<file path="src/rtl/pc_adder.sv">
// PC increment and PC-relative branch-target unit for the 16-bit datapath.
// Define PC_ADDER_ALIGN_CHECK_EN to add the misalign / brMisalign outputs.
module pc_adder #(
   parameter int WIDTH = 16,
   parameter int INC   = 2
) (
   input  logic             clk,
   input  logic             rst_n,
   input  logic [WIDTH-1:0] pcIn,
   output logic [WIDTH-1:0] addOut,
   output logic             incCarry,
   input  logic [7:0]       brOff,
   input  logic             brLd,
   output logic [WIDTH-1:0] brAddr,
   output logic             brValid,
   output logic             brCarry
`ifdef PC_ADDER_ALIGN_CHECK_EN
   ,
   output logic             misalign,
   output logic             brMisalign
`endif
);

   localparam int SW = WIDTH + 2;

   logic [WIDTH:0]       inc_sum;
   logic signed [SW-1:0] offset_ext;
   logic signed [SW-1:0] target;
   logic                 target_wrap;

   assign inc_sum  = {1'b0, pcIn} + (WIDTH+1)'(INC);
   assign addOut   = inc_sum[WIDTH-1:0];
   assign incCarry = inc_sum[WIDTH];

   // Offset counts instruction words: sign-extend, then shift left by one.
   assign offset_ext = {{(SW-9){brOff[7]}}, brOff, 1'b0};
   assign target     = $signed({2'b00, addOut}) + offset_ext;

   // Negative sets the sign bit; overshooting the top sets bit WIDTH.
   assign target_wrap = target[SW-1] | target[WIDTH];

   // NOTE: registered state uses non-blocking assignments so every flop samples pre-edge values.
   always_ff @(posedge clk) begin
      if (!rst_n) begin
         brAddr  <= '0;
         brValid <= 1'b0;
         brCarry <= 1'b0;
      end else if (brLd) begin
         brAddr  <= target[WIDTH-1:0];
         brValid <= 1'b1;
         brCarry <= target_wrap;
      end
   end

`ifdef PC_ADDER_ALIGN_CHECK_EN
   assign misalign = pcIn[0];

   always_ff @(posedge clk) begin
      if (!rst_n) begin
         brMisalign <= 1'b0;
      end else if (brLd) begin
         brMisalign <= pcIn[0];
      end
   end
`endif

endmodule

</file>
<file path="config.mk">
export PLATFORM = sky130hd
export DESIGN_NAME = pc_adder
export DESIGN_NICKNAME = d
export VERILOG_FILES = /design/src/rtl/pc_adder.sv
export SDC_FILE = /design/constraint.sdc
export NUM_CORES = 1
export LEC_CHECK = 0
export BUFFER_PORTS_ARGS = -buffer_cell sky130_fd_sc_hd__buf_4
export CELL_PAD_IN_SITES_DETAIL_PLACEMENT = 1
export CELL_PAD_IN_SITES_GLOBAL_PLACEMENT = 2
export CORE_MARGIN = 2
export CORE_UTILIZATION = 27
export DETAILED_ROUTE_END_ITERATION = 10
export PLACE_DENSITY_LB_ADDON = 0.1
export SLEW_MARGIN = 40
export SYNTH_ARGS = -nofsm -noshare
export SYNTH_HDL_FRONTEND = slang
export SYNTH_SLANG_ARGS = --single-unit
export TNS_END_PERCENT = 50
</file>
<file path="constraint.sdc">
create_clock -name clk -period 3.4 [get_ports clk]
set_input_delay 0.68 -clock clk [delete_from_list [all_inputs] [get_ports clk]]
set_output_delay 0.68 -clock clk [all_outputs]
set_load 0.02 [all_outputs]
</file>
==> results of run 1 <==
synth_stat cells, types with 2 or more instances:
cell type and instances:
o21ai_1 2, nand2_1 19, clkbuf_1 4, nand4_1 6, nand3b_1 6, mux2i_1 9, a21o_1 4, inv_1 7
o21ai_0 9, nor2b_1 10, a211o_1 3, nor3_1 2, and3_1 4, a31oi_1 2, o211ai_1 2, o211a_1 2
o21a_1 2, nand3_1 7, xnor2_1 18, ha_1 18, a21oi_1 16, nor2_1 7, o21bai_1 2, a21boi_0 2
dfxtp_1 18, xor2_1 5
where the power goes:
| part | switching [W] | total (W) | internal (W) |
|---|---|---|---|
| registers | 0.0000119 | 0.000247 | 0.000235 |
| logic | 0.000195 | 0.000355 | 0.000160 |
| clock network | 0.0000653 | 0.000144 | 0.0000786 |
metrics by stage:
step / power, W / cell area (um^2) / setup slack, ns / util
finish: 0.000745 / 2230 / 0.359 / 0.376
detailed placement: 0.000610 / 2190 / 0.0583 / 0.369
global placement: 0.000608 / 2190 / 0.0808 / 0.369
global route: 0.000803 / 2230 / 0.0944 / 0.376
floorplan: 0.000477 / 1660 / 0.131 / -
CTS: 0.000758 / 2230 / 0.318 / 0.376
registers in the layout, summed over array words and instances (netlist names):
name	cells
brAddr	16
brCarry	1
brValid	1
layer usage:
metal / vias up / track usage / share of wire
met2: 42 / 0.224 / 0.42
met3: 4 / 0.0196 / 0.054
met5: - / 0 / 0
met1: 738 / 0.208 / 0.52
met4: 0 / 0.0450 / 0.011
li1: 842 / - / -
cells by family after synthesis:
logic type | Yosys count | share of synthesized area
flip-flops | 18 | 0.217
AND/OR/NAND/NOR | 66 | 0.213
buffers and inverters | 13 | 0.0317
multiplexers | 9 | 0.0543
XOR/XNOR | 23 | 0.121
adder cells (fa/ha/maj) | 19 | 0.148
AO/OA/AOI/OAI | 53 | 0.216
critical path: cells and delay by family:
| family | cells | cell delay (ns) |
|---|---|---|
| AOI/OAI and AO/OA | 4 | 0.79 |
| xor gates and xnor gates | 1 | 0.11 |
| adders and majority gates | 1 | 0.41 |
| buffers and inverters | 1 | 0.12 |
| and+or+nand+nor | 6 | 1.08 |
final timing paths:
kind / startpoint / end / slack (ns) / cells after the start
hold reg to reg: brValid$_SDFFE_PN0P_ / brValid$_SDFFE_PN0P_ / 0.46 / 1
hold / removal: brValid$_SDFFE_PN0P_ / brValid$_SDFFE_PN0P_ / 0.46 / 1
setup reg to reg: brAddr[8]$_SDFFE_PN0P_ / brAddr[8]$_SDFFE_PN0P_ / 2.51 / 2
setup / recovery: pcIn[3] / brCarry$_SDFFE_PN0P_ / 0.36 / 13
final cells by class:
cell class | count | area, um^2 | area share
multi-input cells | 170 | 1250 | 0.560
clock buffers | 3 | 41.3 | 0.0185
repair buffers | 61 | 458 | 0.206
inverters | 7 | 26.3 | 0.0118
flip-flops and latches | 18 | 360 | 0.162
well taps | 75 | 93.8 | 0.0421
==> flow_metrics.py, run 1 <==
metrics = {
    "run_status": {
        "status": "complete, no violations",
    },
    "synth": {
        "synth_cell_types": 41,
        "syn_inst": 201,
        "synth_seq_cells": 18,
        "synthTopCellsByArea": "dfxtp_1, ha_1, xnor2_1",
        "async_flop_share": 0,
        "synth-edff-count": 0,
        "yosysWarnings": 0,
        "syn_area_um2": 1660,
        "synth_ff_type": "dfxtp_1",
        "syn_area_per_cell_um2": 8.26,
        "ys_seq_area_frac": 0.217,
        "yosysTopAreaCell": "dfxtp_1",
        "syn_nets": 247,
        "synthDominantCellAreaShare": 0.217,
    },
    "placement": {
        "gp_congestion": 0.760,
        "post-dp-hpwl_mm": 3.83,
        "port_buffers": 61,
        "dp_cells": 331,
    },
    "clock_tree": {
        "clk_pin_slew_worst_paths_ns": 0.06,
        "cts.sinks": 18,
        "cts_tree": "yes",
        "cts_buffers": 3,
        "post_cts_resized": 0,
        "cts_max_path_buffers": 2,
        "post_cts_buffers": 0,
        "htreeDepth": 1,
        "insertion_delay_ns": 0.25,
        "root_buffer": "clkbuf_8",
        "cts_hold_buf": 0,
    },
    "die": {
        "start_util": 0.280,
        "num_rows": 28,
        "die_h_um": 82.4,
        "dieArea_um2": 6790,
        "design.core.area_um2": 5920,
        "pin_count": 62,
        "die_w_um": 82.4,
    },
    "route": {
        "drt-vias-per-instance": 4.87,
        "drc": 0,
        "vias": 1626,
        "drt_pass1_iterations": 3,
        "wl_mm": 4.61,
        "drtIter0Drc": 49,
        "antenna_left": 0,
        "wl_per_cell_um": 13.8,
    },
    "setup_path": {
        "crit_arrival_ns": 3.21,
        "max_stage_delay_ns": 0.41,
        "cp_slowest_cell": "ha_1",
        "endpoint_kind": "register",
        "worstPathCellList": "buf_4 > and3_1 > and2_1 > and3_1 > nand2b_1 > xnor2_1 > ha_1 > nand4_1 > a21oi_1 > a21oi_4 > a31o_1 > and4_2 > a311oi_2",
        "critPathMaxFanout": 6,
        "crit_top_cell": "and3_1",
        "critPathKind": "in -> reg",
        "cp.required_ns": 3.57,
        "cp-start-kind": "input port",
    },
    "finish": {
        "fillCellCount": 743,
        "nets": 307,
        "drive_gt1_frac": 0.263,
        "diodes": 0,
        "layout_commonest_cell": "buf_4",
        "instances_no_fill": 334,
        "final_cell_mix": "buf_4, nand2_1, xnor2_1, ha_1, dfxtp_1",
        "synthToLayoutAreaGrowth_pct": 34.1,
    },
    "sta": {
        "tightest_slew_ns": 0.394,
        "whs_ns": 0.458,
        "setup_violations": 0,
        "period_needed_ns": 3.04,
        "final_max_slew_viol_count": 0,
        "final.period_utilization": 0.895,
        "rsz0062_at_grt": "false",
        "finalSetupTns_ns": 0,
        "hold_viol_final": 0,
        "fin_worst_skew_ns": 0,
        "clock.fmax_mhz": 329,
        "slew_headroom": 0.738,
    },
    "hold_path": {
        "min-delay-path-class": "reg -> reg",
    },
    "global_routing": {
        "grt_overflow_total": 0,
        "antenna_found_initial": 0,
        "grt_pass1_vias": 1657,
        "grt_max_degree": 29,
        "grt_pass1_wl_mm": 7.86,
        "gr-usage-all-layers": 0.145,
    },
    "run": {
        "maxCapViolCount": 0,
    },
    "power_and_ir_drop": {
        "p_leak_nw": 1.04,
        "power_per_cell_area_nw_per_um2": 335,
        "ir_drop_mv": 0.150,
    },
}
No activity file was read; power rests on OpenSTA's default activity.
==> run 2, diff against run 1 <==
ABC_AREA = 1   (was unset)
CORE_UTILIZATION = 26   (was 27)
SKIP_CTS_REPAIR_TIMING = 1   (was unset)
==> flow_metrics.py, run 2 <==
metrics = {
    "run_status": {
        "status": "complete, no violations",
    },
    "setup_path": {
        "r2r-start": "brAddr[6]$_SDFFE_PN0P_",
        "critPathMaxFanout": 4,
        "endpoint_kind": "register",
        "reg2regPathDepth": 4,
        "cp.required_ns": 3.56,
        "setup.worst_path.start": "pcIn[1]",
        "reg2reg_slack_ns": 2.70,
        "crit_arrival_ns": 3.01,
        "regToRegEndpoint": "brAddr[6]$_SDFFE_PN0P_",
        "critPathKind": "in -> reg",
        "cp-start-kind": "input port",
        "worstSetupEndpoint": "brAddr[15]$_SDFFE_PN0P_",
    },
    "global_routing": {
        "grt_max_degree": 25,
        "grt_pass1_vias": 1881,
        "grt_pass1_wl_mm": 8.69,
        "grt_overflow_total": 0,
        "antenna_found_initial": 0,
        "gr-usage-all-layers": 0.140,
    },
    "finish": {
        "largest_reg_flops": 16,
        "nets": 406,
        "drive_gt1_frac": 0.209,
        "reg_top3": "brAddr (16), brCarry (1), brValid (1)",
        "synthToLayoutAreaGrowth_pct": 33.1,
        "diodes": 0,
        "layout_commonest_cell": "nand2_1",
        "final_cell_mix": "nand2_1, buf_4, inv_1",
        "largest_register": "brAddr",
        "design_area_um2": 2450,
    },
    "synth": {
        "synthDominantCellAreaShare": 0.196,
        "synth_common_cells": "nand2_1, inv_1, nor2_1, dfxtp_1, ha_1",
        "yosysTopAreaCell": "dfxtp_1",
        "ys_seq_area_frac": 0.196,
        "yosysWarnings": 0,
        "syn_inst": 299,
        "async_flop_share": 0,
        "synth_cell_types": 25,
        "synth_ff_type": "dfxtp_1",
        "synthTopCellsByArea": "dfxtp_1, nand2_1, ha_1",
        "syn_area_per_cell_um2": 6.16,
        "syn_area_um2": 1840,
        "synth-edff-count": 0,
        "syn_nets": 345,
        "synth_seq_cells": 18,
        "yosysMostFrequentCell": "nand2_1",
    },
    "route": {
        "drtIter0Drc": 33,
        "drt-vias-per-instance": 4.22,
        "vias": 1920,
        "drc": 0,
        "wl_per_cell_um": 11.1,
        "antenna_left": 0,
        "wl_mm": 5.04,
        "drt_pass1_iterations": 4,
    },
    "placement": {
        "post-dp-hpwl_mm": 4.33,
        "gp_congestion": 0.784,
        "port_buffers": 61,
        "dpl_cell_area_um2": 2400,
    },
    "hold_path": {
        "min-delay-path-class": "reg -> reg",
        "worstHoldStart": "brValid$_SDFFE_PN0P_",
    },
    "sta": {
        "finalSetupTns_ns": 0,
        "fin_worst_skew_ns": 0,
        "final.period_utilization": 0.839,
        "clock.fmax_mhz": 351,
        "hold_viol_final": 0,
        "rsz0062_at_grt": "false",
        "period_needed_ns": 2.85,
        "final_max_slew_viol_count": 0,
        "slew_headroom": 0.687,
        "tightest_slew_ns": 0.469,
        "setup_violations": 0,
    },
    "power_and_ir_drop": {
        "p_clk_frac": 0.228,
        "p_leak_nw": 1.41,
        "internal-power_w": 0.000477,
        "p_sw_w": 0.000294,
        "swShare": 0.381,
        "p_seq_frac": 0.314,
        "power_per_cell_area_nw_per_um2": 314,
        "finalPower_w": 0.000771,
        "ir_drop_mv": 0.114,
        "p_comb_frac": 0.457,
    },
    "clock_tree": {
        "cts_max_path_buffers": 2,
        "htreeDepth": 1,
        "cts_buffers": 3,
        "root_buffer": "clkbuf_8",
        "clk_pin_slew_worst_paths_ns": 0.07,
        "cts.sinks": 18,
        "insertion_delay_ns": 0.25,
        "cts_tree": "yes",
    },
    "die": {
        "num_rows": 30,
        "die_w_um": 88.2,
        "start_util": 0.270,
        "pin_count": 62,
        "dieArea_um2": 7780,
        "die_h_um": 88.2,
        "design.core.area_um2": 6830,
    },
    "run": {
        "maxCapViolCount": 0,
    },
}
==> run 2: cell families after synthesis <==
kind of cell	Yosys count	share of synthesized area
adder cells (fa/ha/maj)	19	0.133
buffers and inverters	61	0.126
flip-flops	18	0.196
AND/OR/NAND/NOR	150	0.361
XOR/XNOR	20	0.0950
AO/OA/AOI/OAI	31	0.0889
==> run 2: metal layers <==
metal,vias to the layer above,share of wire,routed length (um),GRT usage
met5,-,0,0,0
met4,0,0.012,59,0.0413
met3,5,0.041,209,0.0132
met2,43,0.44,2200,0.228
met1,838,0.51,2580,0.195
li1,1034,-,-,-
==> run 2: how the worst min path moves through the flow <==
| stage | to | slack [ns] | depth (start not counted) |
|---|---|---|---|
| after floorplan | brCarry$_SDFFE_PN0P_ | 0.54 | 2 |
| after global placement | brValid$_SDFFE_PN0P_ | 0.44 | 2 |
| after detailed placement | brValid$_SDFFE_PN0P_ | 0.45 | 2 |
| after CTS | brValid$_SDFFE_PN0P_ | 0.47 | 2 |
| after global routing | brValid$_SDFFE_PN0P_ | 0.50 | 2 |
| final | brValid$_SDFFE_PN0P_ | 0.47 | 2 |
==> run 2: worst max-delay path: stages <==
cell	delay, ns
buf_4	0.11
ha_1	0.21
nand3_1	0.12
inv_1	0.06
nand3_2	0.07
nand3b_4	0.16
xor2_1	0.16
inv_1	0.08
ha_1	0.34
nand2_1	0.08
inv_1	0.06
a21oi_1	0.26
nor2_1	0.07
nor3_1	0.21
nand2_1	0.09
nand2_1	0.06
nand3_1	0.07
nand2_1	0.07
inv_1	0.04
==> run 2: stage by stage <==
stage	util	setup slack [ns]	hold slack (ns)	instances
after floorplan	-	0.349	0.540	299
after global placement	0.351	0.201	0.445	451
after detailed placement	0.351	0.215	0.454	451
after CTS	0.359	0.482	0.472	455
after global routing	0.359	0.207	0.495	455
final	0.359	0.547	0.468	455
==> run 2: power groups by stage <==
stage	Combinational, W	Clock, W	Sequential (W)
after floorplan	0.000197	0	0.000272
after global placement	0.000355	0	0.000247
after detailed placement	0.000359	0	0.000247
after CTS	0.000360	0.000184	0.000243
after global routing	0.000401	0.000189	0.000244
final	0.000352	0.000176	0.000242
==> run 2: area by class of cell <==
cell class | instances | area [um^2]
fill | 940 | 4380
multi-input combinational | 220 | 1250
timing repair buffer | 61 | 458
sequential | 18 | 360
inverter | 56 | 210
tap | 96 | 120
clock buffer | 4 | 55.1
==> run 3, diff against run 2 <==
clock period = 2.85 ns   (was 3.4 ns; I/O delays follow)
==> flow_metrics.py, run 3 (synthesis gave the netlist of run 2 again) <==
metrics = {
    "finish": {
        "layout_commonest_cell": "buf_4",
        "ff_latch_area_um2": 360,
        "nets": 431,
        "synthToLayoutAreaGrowth_pct": 47.2,
        "reg_top3": "brAddr (16), brCarry (1), brValid (1)",
        "final_cell_mix": "buf_4, nand2_1, inv_1",
        "largest_reg_flops": 16,
        "fillCellCount": 940,
        "design_area_um2": 2710,
        "drive_gt1_frac": 0.289,
        "diodes": 0,
        "multi_input_area_um2": 1320,
        "largest_register": "brAddr",
        "instances_no_fill": 480,
    },
    "sta": {
        "clock.fmax_mhz": 381,
        "finalSetupTns_ns": 0,
        "slew_headroom": 0.680,
        "setup_violations": 0,
        "whs_ns": 0.468,
        "setup_ws_ns": 0.224,
        "final_max_slew_viol_count": 0,
        "fin_worst_skew_ns": 0,
        "tightest_slew_ns": 0.479,
        "hold_viol_final": 0,
        "final.period_utilization": 0.921,
        "period_needed_ns": 2.63,
    },
    "route": {
        "drc": 0,
        "drt_pass1_iterations": 4,
        "drtIter0Drc": 31,
        "antenna_left": 0,
        "wl_mm": 5.27,
        "wl_per_cell_um": 11.0,
        "vias": 2023,
        "drt-vias-per-instance": 4.21,
    },
    "setup_path": {
        "max_stage_delay_ns": 0.32,
        "cp-start-kind": "input port",
        "critPathMaxFanout": 3,
        "worstPathCellList": "buf_4 > ha_4 > nand3_2 > inv_1 > nand3_2 > nand3b_4 > nor2_4 > xnor2_1 > inv_1 > ha_1 > nand2_1 > inv_1 > nand2_1 > nand2_1 > a21oi_1 > nand2_2 > nor2_1 > nand2_1 > nand3_1 > a21oi_1",
        "endpoint_kind": "register",
        "cp.required_ns": 2.97,
        "crit_arrival_ns": 2.74,
        "cp_slowest_cell": "ha_1",
        "crit_top_cell": "nand2_1",
        "critPathKind": "in -> reg",
    },
    "die": {
        "pin_count": 62,
        "design.core.area_um2": 6830,
        "die_w_um": 88.2,
        "die_h_um": 88.2,
        "num_rows": 30,
        "start_util": 0.270,
        "dieArea_um2": 7780,
    },
    "placement": {
        "post-dp-hpwl_mm": 4.49,
        "dp_slack_ns": -0.168,
        "port_buffers": 61,
        "dp_cells": 475,
        "gp_congestion": 0.806,
        "dpl_cell_area_um2": 2590,
    },
    "run": {
        "maxCapViolCount": 0,
    },
    "global_routing": {
        "grt_max_degree": 25,
        "grt_overflow_total": 0,
        "grt_pass1_vias": 1995,
        "grt_pass1_wl_mm": 8.85,
        "antenna_found_initial": 0,
        "gr-usage-all-layers": 0.142,
    },
    "clock_tree": {
        "cts.sinks": 18,
        "cts_max_path_buffers": 2,
        "cts_tree": "yes",
        "clk_pin_slew_worst_paths_ns": 0.07,
        "root_buffer": "clkbuf_8",
        "insertion_delay_ns": 0.25,
        "htreeDepth": 1,
        "cts_buffers": 3,
    },
    "power_and_ir_drop": {
        "ir_drop_mv": 0.163,
        "p_leak_nw": 1.54,
        "power_per_cell_area_nw_per_um2": 354,
    },
    "run_status": {
        "status": "complete, no violations",
    },
    "hold_path": {
        "min-delay-path-class": "reg -> reg",
    },
}
[run 3: cell count changes in the layout (fill, tap and decap cells not counted), sizes merged]
cell / change
buf: +25
[run 3: cell type report]
type                            count  share of cell area
Sequential cell                    18               0.133
Timing Repair Buffer               86               0.238
Clock buffer                        4              0.0203
Inverter                           56              0.0775
Tap cell                           96              0.0443
Multi-Input combinational cell    220               0.487
[run 3: layer usage]
layer  global-route usage  wire, um  vias to the layer above
li1                     -         -                     1083
met1                0.189      2570                      902
met2                0.247      2460                       36
met3              0.00754       189                        2
met4               0.0372        42                        0
met5                    0         0                        -
[run 3: worst paths after layout]
check	startpoint	end	slack, ns	depth (start not counted)
worst max-delay path	pcIn[1]	brCarry$_SDFFE_PN0P_	0.22	20
worst min-delay path	brValid$_SDFFE_PN0P_	brValid$_SDFFE_PN0P_	0.47	2
worst max register to register	brAddr[6]$_SDFFE_PN0P_	brAddr[6]$_SDFFE_PN0P_	2.16	4
worst min register to register	brValid$_SDFFE_PN0P_	brValid$_SDFFE_PN0P_	0.47	2
[run 3: through the flow]
step | utilization | total power, W
after floorplan | - | 0.000560
after global placement | 0.379 | 0.000751
after detailed placement | 0.379 | 0.000758
after CTS | 0.387 | 0.000970
after global routing | 0.397 | 0.00104
final | 0.397 | 0.000960
[run 3: report_power, final]
group / internal, W / switching [W]
Sequential: 0.000277 / 0.0000120
Combinational: 0.000205 / 0.000263
Clock: 0.000122 / 0.0000815
Total: 0.000604 / 0.000357
[run 3: worst max-delay path, delay by kind of cell]
family	cells	cell delay, ns
and+or+nand+nor	11	1.04
adders and majority gates	2	0.46
buffers and inverters	4	0.34
AOI/OAI and AO/OA	2	0.22
xor gates and xnor gates	1	0.12
